==> config.mk <==
export PLATFORM = sky130hd
export DESIGN_NAME = register_file_wb_flat
export DESIGN_NICKNAME = d
export VERILOG_FILES = /design/src/rtl/register_file_wb_if.sv /design/src/rtl/register_file_wb.sv /design/src/flat_wrapper.sv
export SDC_FILE = /design/constraint.sdc
export NUM_CORES = 2
export LEC_CHECK = 0
export BUFFER_PORTS_ARGS = -buffer_cell sky130_fd_sc_hd__buf_2
export CORE_MARGIN = 10
export CORE_UTILIZATION = 35
export CTS_BUF_LIST = sky130_fd_sc_hd__clkbuf_2
export DETAILED_ROUTE_END_ITERATION = 8
export SYNTH_ARGS = -nofsm -noshare
export SYNTH_HDL_FRONTEND = slang
export SYNTH_SLANG_ARGS = --single-unit
==> constraint.sdc <==
create_clock -name clk -period 6 [get_ports clk]
set_input_delay 0.3 -clock clk [delete_from_list [all_inputs] [get_ports clk]]
set_output_delay 0.3 -clock clk [all_outputs]
set_load 0.03 [all_outputs]
==> src/rtl/register_file_wb_if.sv <==
// Writeback/decode bundle of the RV32I integer register file: writeback commit
// signals, decode read-port indices and operands, and the a0 debug mirror.
interface register_file_wb_if #(
  parameter int WIDTH      = 32,
  parameter int ADDR_WIDTH = 5
);
  logic                  RegWriteW;
  logic [ADDR_WIDTH-1:0] RdW;
  logic [WIDTH-1:0]      ResultW;
  logic [ADDR_WIDTH-1:0] Rs1D;
  logic [ADDR_WIDTH-1:0] Rs2D;
  logic [WIDTH-1:0]      RD1D;
  logic [WIDTH-1:0]      RD2D;
  logic [WIDTH-1:0]      a0;

  modport master (
    output RegWriteW, RdW, ResultW, Rs1D, Rs2D,
    input  RD1D, RD2D, a0
  );

  modport slave (
    input  RegWriteW, RdW, ResultW, Rs1D, Rs2D,
    output RD1D, RD2D, a0
  );
endinterface

==> src/rtl/register_file_wb.sv <==
// RV32I integer register file: one synchronous write port from writeback, two
// combinational decode read ports with write-through bypass, registered a0 mirror.
module register_file_wb #(
  parameter int WIDTH      = 32,
  parameter int ADDR_WIDTH = 5,
  parameter int DEBUG_REG  = 10
) (
  input logic               clk,
  input logic               rst,
  register_file_wb_if.slave bus
);
  localparam int                    DEPTH   = 1 << ADDR_WIDTH;
  localparam logic [ADDR_WIDTH-1:0] DBG_IDX = ADDR_WIDTH'(DEBUG_REG);

  logic [WIDTH-1:0] regs [DEPTH];
  logic [WIDTH-1:0] dbg_p1;
  logic [WIDTH-1:0] rd1;
  logic [WIDTH-1:0] rd2;
  logic             byp_en;
  logic             wr_en;

  assign byp_en = bus.RegWriteW && !rst;
  assign wr_en  = byp_en && (bus.RdW != '0);

  // commit stage: architectural state and the a0 mirror update together
  always_ff @(posedge clk) begin
    if (rst) begin
      for (int i = 0; i < DEPTH; i++) regs[i] <= '0;
      dbg_p1 <= '0;
    end else if (wr_en) begin
      regs[bus.RdW] <= bus.ResultW;
      if (bus.RdW == DBG_IDX) dbg_p1 <= bus.ResultW;
    end
  end

  always_comb begin
    rd1 = regs[bus.Rs1D];
    if (bus.Rs1D == '0) rd1 = '0;
    else if (byp_en && (bus.RdW == bus.Rs1D)) rd1 = bus.ResultW;
  end

  always_comb begin
    rd2 = regs[bus.Rs2D];
    if (bus.Rs2D == '0) rd2 = '0;
    else if (byp_en && (bus.RdW == bus.Rs2D)) rd2 = bus.ResultW;
  end

  assign bus.RD1D = rd1;
  assign bus.RD2D = rd2;
  assign bus.a0   = dbg_p1;
endmodule

==> src/flat_wrapper.sv <==
// flat-port wrapper written by rule: the top's interface ports become plain ports
module register_file_wb_flat 
#(
  parameter int WIDTH      = 32,
  parameter int ADDR_WIDTH = 5,
  parameter int DEBUG_REG  = 10
)
  (clk, rst, bus_RegWriteW, bus_RdW, bus_ResultW, bus_Rs1D, bus_Rs2D, bus_RD1D, bus_RD2D, bus_a0);
  register_file_wb_if #(.WIDTH(WIDTH), .ADDR_WIDTH(ADDR_WIDTH)) bus_i ();
  input logic clk;
  input logic rst;
  input wire logic [$bits(bus_i.RegWriteW)-1:0] bus_RegWriteW;
  input wire logic [$bits(bus_i.RdW)-1:0] bus_RdW;
  input wire logic [$bits(bus_i.ResultW)-1:0] bus_ResultW;
  input wire logic [$bits(bus_i.Rs1D)-1:0] bus_Rs1D;
  input wire logic [$bits(bus_i.Rs2D)-1:0] bus_Rs2D;
  output wire logic [$bits(bus_i.RD1D)-1:0] bus_RD1D;
  output wire logic [$bits(bus_i.RD2D)-1:0] bus_RD2D;
  output wire logic [$bits(bus_i.a0)-1:0] bus_a0;
  assign bus_i.RegWriteW = bus_RegWriteW;
  assign bus_i.RdW = bus_RdW;
  assign bus_i.ResultW = bus_ResultW;
  assign bus_i.Rs1D = bus_Rs1D;
  assign bus_i.Rs2D = bus_Rs2D;
  assign bus_RD1D = bus_i.RD1D;
  assign bus_RD2D = bus_i.RD2D;
  assign bus_a0 = bus_i.a0;
  register_file_wb #(.WIDTH(WIDTH), .ADDR_WIDTH(ADDR_WIDTH), .DEBUG_REG(DEBUG_REG)) u_core (.clk(clk), .rst(rst), .bus(bus_i));
endmodule
==> impl_metrics.py <==
metrics = {
    "worst_setup_path": {
        "reg2reg_from": "u_core.bus.a0[0]",
        "worstPathRequired_ns": 5.70,
        "worstSetupStartpointType": "flop",
        "end_kind": "output port",
        "cpMaxStageDelayCell": "a2111oi_2",
        "crit_top_cell": "a22o_1",
        "cp_max_fo": 2,
        "worst_ep_arrival_time_ns": 4.43,
        "crit_family": "compound AO/OA/AOI/OAI gates",
        "startpoint": "u_core.regs[9][1]",
        "worstSetupPathType": "reg2out",
        "critPathBufInv": 1,
        "cp_cell_sequence": "mux4_2 > a22o_1 > a2111oi_2 > a21oi_1 > a22o_1 > buf_2",
        "max_stage_delay_ns": 0.84,
    },
    "clock_network": {
        "cts_tree": "done",
        "numCtsBuffers": 283,
        "cts.sinks": 1056,
        "clk_pin_slew_ns": 0.12,
        "worstSkewPairLatency_ns": 1.68,
        "clockBufferDepth": 4,
        "root_buffer": "clkbuf_2",
        "cts_max_level": 5,
        "cts_setup_buffers": 0,
    },
    "synth": {
        "synth.avg_cell_area_sq_um": 14.5,
        "synth-edff-count": 1024,
        "ys_async_sr_fraction_pct": 0,
        "ys_seq_area_share_pct": 56.0,
        "ys.flop_type": "edfxtp_1",
        "synthCells": 3867,
        "synth_area_sq_mm": 0.0560,
        "synthDistinctLibCells": 55,
        "synth_seq_cells": 1056,
        "synth_warnings": 0,
    },
    "timing": {
        "period_needed_ns": 4.73,
        "fin_crit_sh_pct": 78.8,
        "fin_skew_ns": 0,
        "worst_pin_slew_ns": 1.28,
        "fmax_ghz": 0.212,
        "slew_viol_final": 0,
        "final-setup-viol-count": 0,
        "grt_setup_unrepaired": "false",
        "hold_violations": 0,
        "fin_tns_setup_ns": 0,
        "slew_headroom_pct": 14.6,
        "setup_slack_ns": 1.27,
    },
    "global_routing": {
        "grtUsageMet2_pct": 36.5,
        "grt_max_degree": 78,
        "grtUsageTotal_pct": 24.0,
        "grt_first_pass_wirelength_microns": 299000,
        "use_met3_pct": 7.00,
        "busiest_layer": "met2",
        "gr-usage-met1_pct": 30.9,
        "grt_pass1_vias": 38100,
        "antenna_found_initial": 13,
        "overflow": 0,
    },
    "route": {
        "drc_errors": 0,
        "vias_per_cell": 6.07,
        "routed_wl_microns": 217000,
        "num_vias": 38900,
        "antenna_left": 0,
        "drtIter0Drc": 5452,
        "firstDrtPassIters": 6,
        "wl_per_cell_microns": 33.8,
    },
    "place": {
        "gp_congestion": 0.934,
        "portBuffers": 145,
        "dpl.hpwl_microns": 132000,
        "dp_slack_ns": 2.00,
    },
    "floorplan": {
        "die_w_microns": 420,
        "core_area_sq_mm": 0.159,
        "die-area_sq_mm": 0.177,
        "die_h_microns": 420,
        "rows": 146,
        "initial_core_util_pct": 35.3,
        "ioPinCount": 146,
    },
    "layout": {
        "drive_gt1_share_pct": 27.6,
        "syn2layout_area_growth_pct": 11.5,
        "layout.nets": 4204,
    },
    "power_and_ir_drop": {
        "p_leak_nw": 22.7,
        "power_density_mw_per_mm2": 256,
        "ir_worst_vdd_uv": 205,
        "fin_total_pwr_mw": 16.0,
    },
    "min_path": {
        "min_path_type": "in2reg",
        "min_from": "bus_RdW[3]",
    },
    "status": {
        "status": "finished clean",
    },
    "flow_run": {
        "cap_violations": 0,
    },
}
[cells by family after synthesis]
family	after synthesis	share of synthesized area (%)
xor gates and xnor gates	10	0.156
muxes	659	20.3
and+or+nand+nor	1235	13.3
other	1	0.00669
buffers and inverters	416	3.52
AOI/OAI and AO/OA	490	6.71
DFF	1056	56.0
[routing by layer]
layer,part of all wire [%],wire length [microns]
met4,5.5,12000
met1,37,81000
met3,12,25300
met2,45,98300
met5,0.017,36
[worst min-delay path: stages]
cell	delay [ns]
dlygate4sd3_1	0.56
buf_2	0.23
nor2_1	0.12
nand2_1	0.22
nor2_4	0.16
and2_1	0.14
[synthesized netlist by cell type, types with 8 or more instances]
master        n  area, sq um
o22a_1       12          105
a21oi_1      64          320
nor2_1       43          161
mux2_2       16          180
a21o_1       34          255
a221oi_1     18          158
buf_2        72          360
nand3_1      23          115
nor2b_1       8         50.1
buf_1        11         41.3
nor3_1        8         40.0
a211oi_1     37          278
o22ai_1      40          250
mux2i_1     262         2620
dfxtp_1      32          641
edfxtp_1   1024        30700
mux4_2      381         8580
a22o_1       65          569
o2111ai_1     8         70.1
xnor2_1      10         87.6
or2_2        31          194
a22oi_1     100          751
o211ai_1     15          113
o221ai_1     32          280
buf_4        35          263
and2_1      997         6240
a221o_1       8         80.1
clkbuf_1    268         1010
a2111oi_2    14          210
o21ai_0      13         65.1
nand4_1      34          213
nand2_1      69          259
buf_6        25          282
a31oi_1      10         62.6
[cell type report]
class,instances,area (sq um)
timing repair buffer,382,3170
tap,2072,2590
fill,14700,96300
sequential,1056,31400
clock buffer,401,2010
inverter,5,18.8
antenna,5,12.5
multi-input combinational,2426,23100
clock inverter,57,218
[where the power goes]
part           leakage (nW)  switching (mW)  internal, mW
Sequential             10.0           0.220          8.47
Clock                  1.77            3.06          1.76
Combinational          10.9            1.61         0.890
[final timing paths]
kind	endpoint	slack, ns	cells past startpoint
worst min register to register	u_core.bus.a0[9]	0.45	1
worst max register to register	u_core.bus.a0[0]	5.42	1
worst max-delay path	bus_RD2D[1]	1.27	6
worst min-delay path	u_core.regs[19][2]	0.20	6
[flip-flops by register name, indices dropped and copies added (netlist names)]
name           cells
u_core.bus.a0     32
u_core.regs     1024
[cells in the final DEF, fill, tap and decap left out, types with 13 or more instances in the layout]
cell	instances
o221ai_1	32
buf_2	137
clkinv_1	52
conb_1	32
buf_12	30
a22oi_1	100
or2_2	32
o21ai_0	13
a22o_1	65
nor2_4	26
a211oi_1	37
and2_1	994
a21oi_1	64
a2111oi_2	14
nand3_1	23
nand4_1	34
o22ai_1	40
nand2_1	69
dlygate4sd3_1	97
mux2i_1	262
mux4_2	381
a21o_1	34
edfxtp_1	1024
o211ai_1	15
mux2_2	16
buf_4	114
a221oi_1	18
dfxtp_1	32
clkbuf_2	401
[per-stage QoR]
step	area (sq um)	utilization, %	hold slack [ns]	instances
finish	62500	39.4	0.196	6404
CTS	62500	39.4	0.0349	6399
floorplan	56200	-	0.514	3898
detailed placement	58900	37.1	0.434	5826
global placement	58900	37.1	0.428	5826
global route	62500	39.4	0.163	6402
[what timing repair did]
item                                    CTS  global route
hold buffers                            115             0
endpoints found under the hold margin  1539             0
setup endpoints to repair                 0             0
resized for setup                         0             0
(Power assumes the default switching activity.)
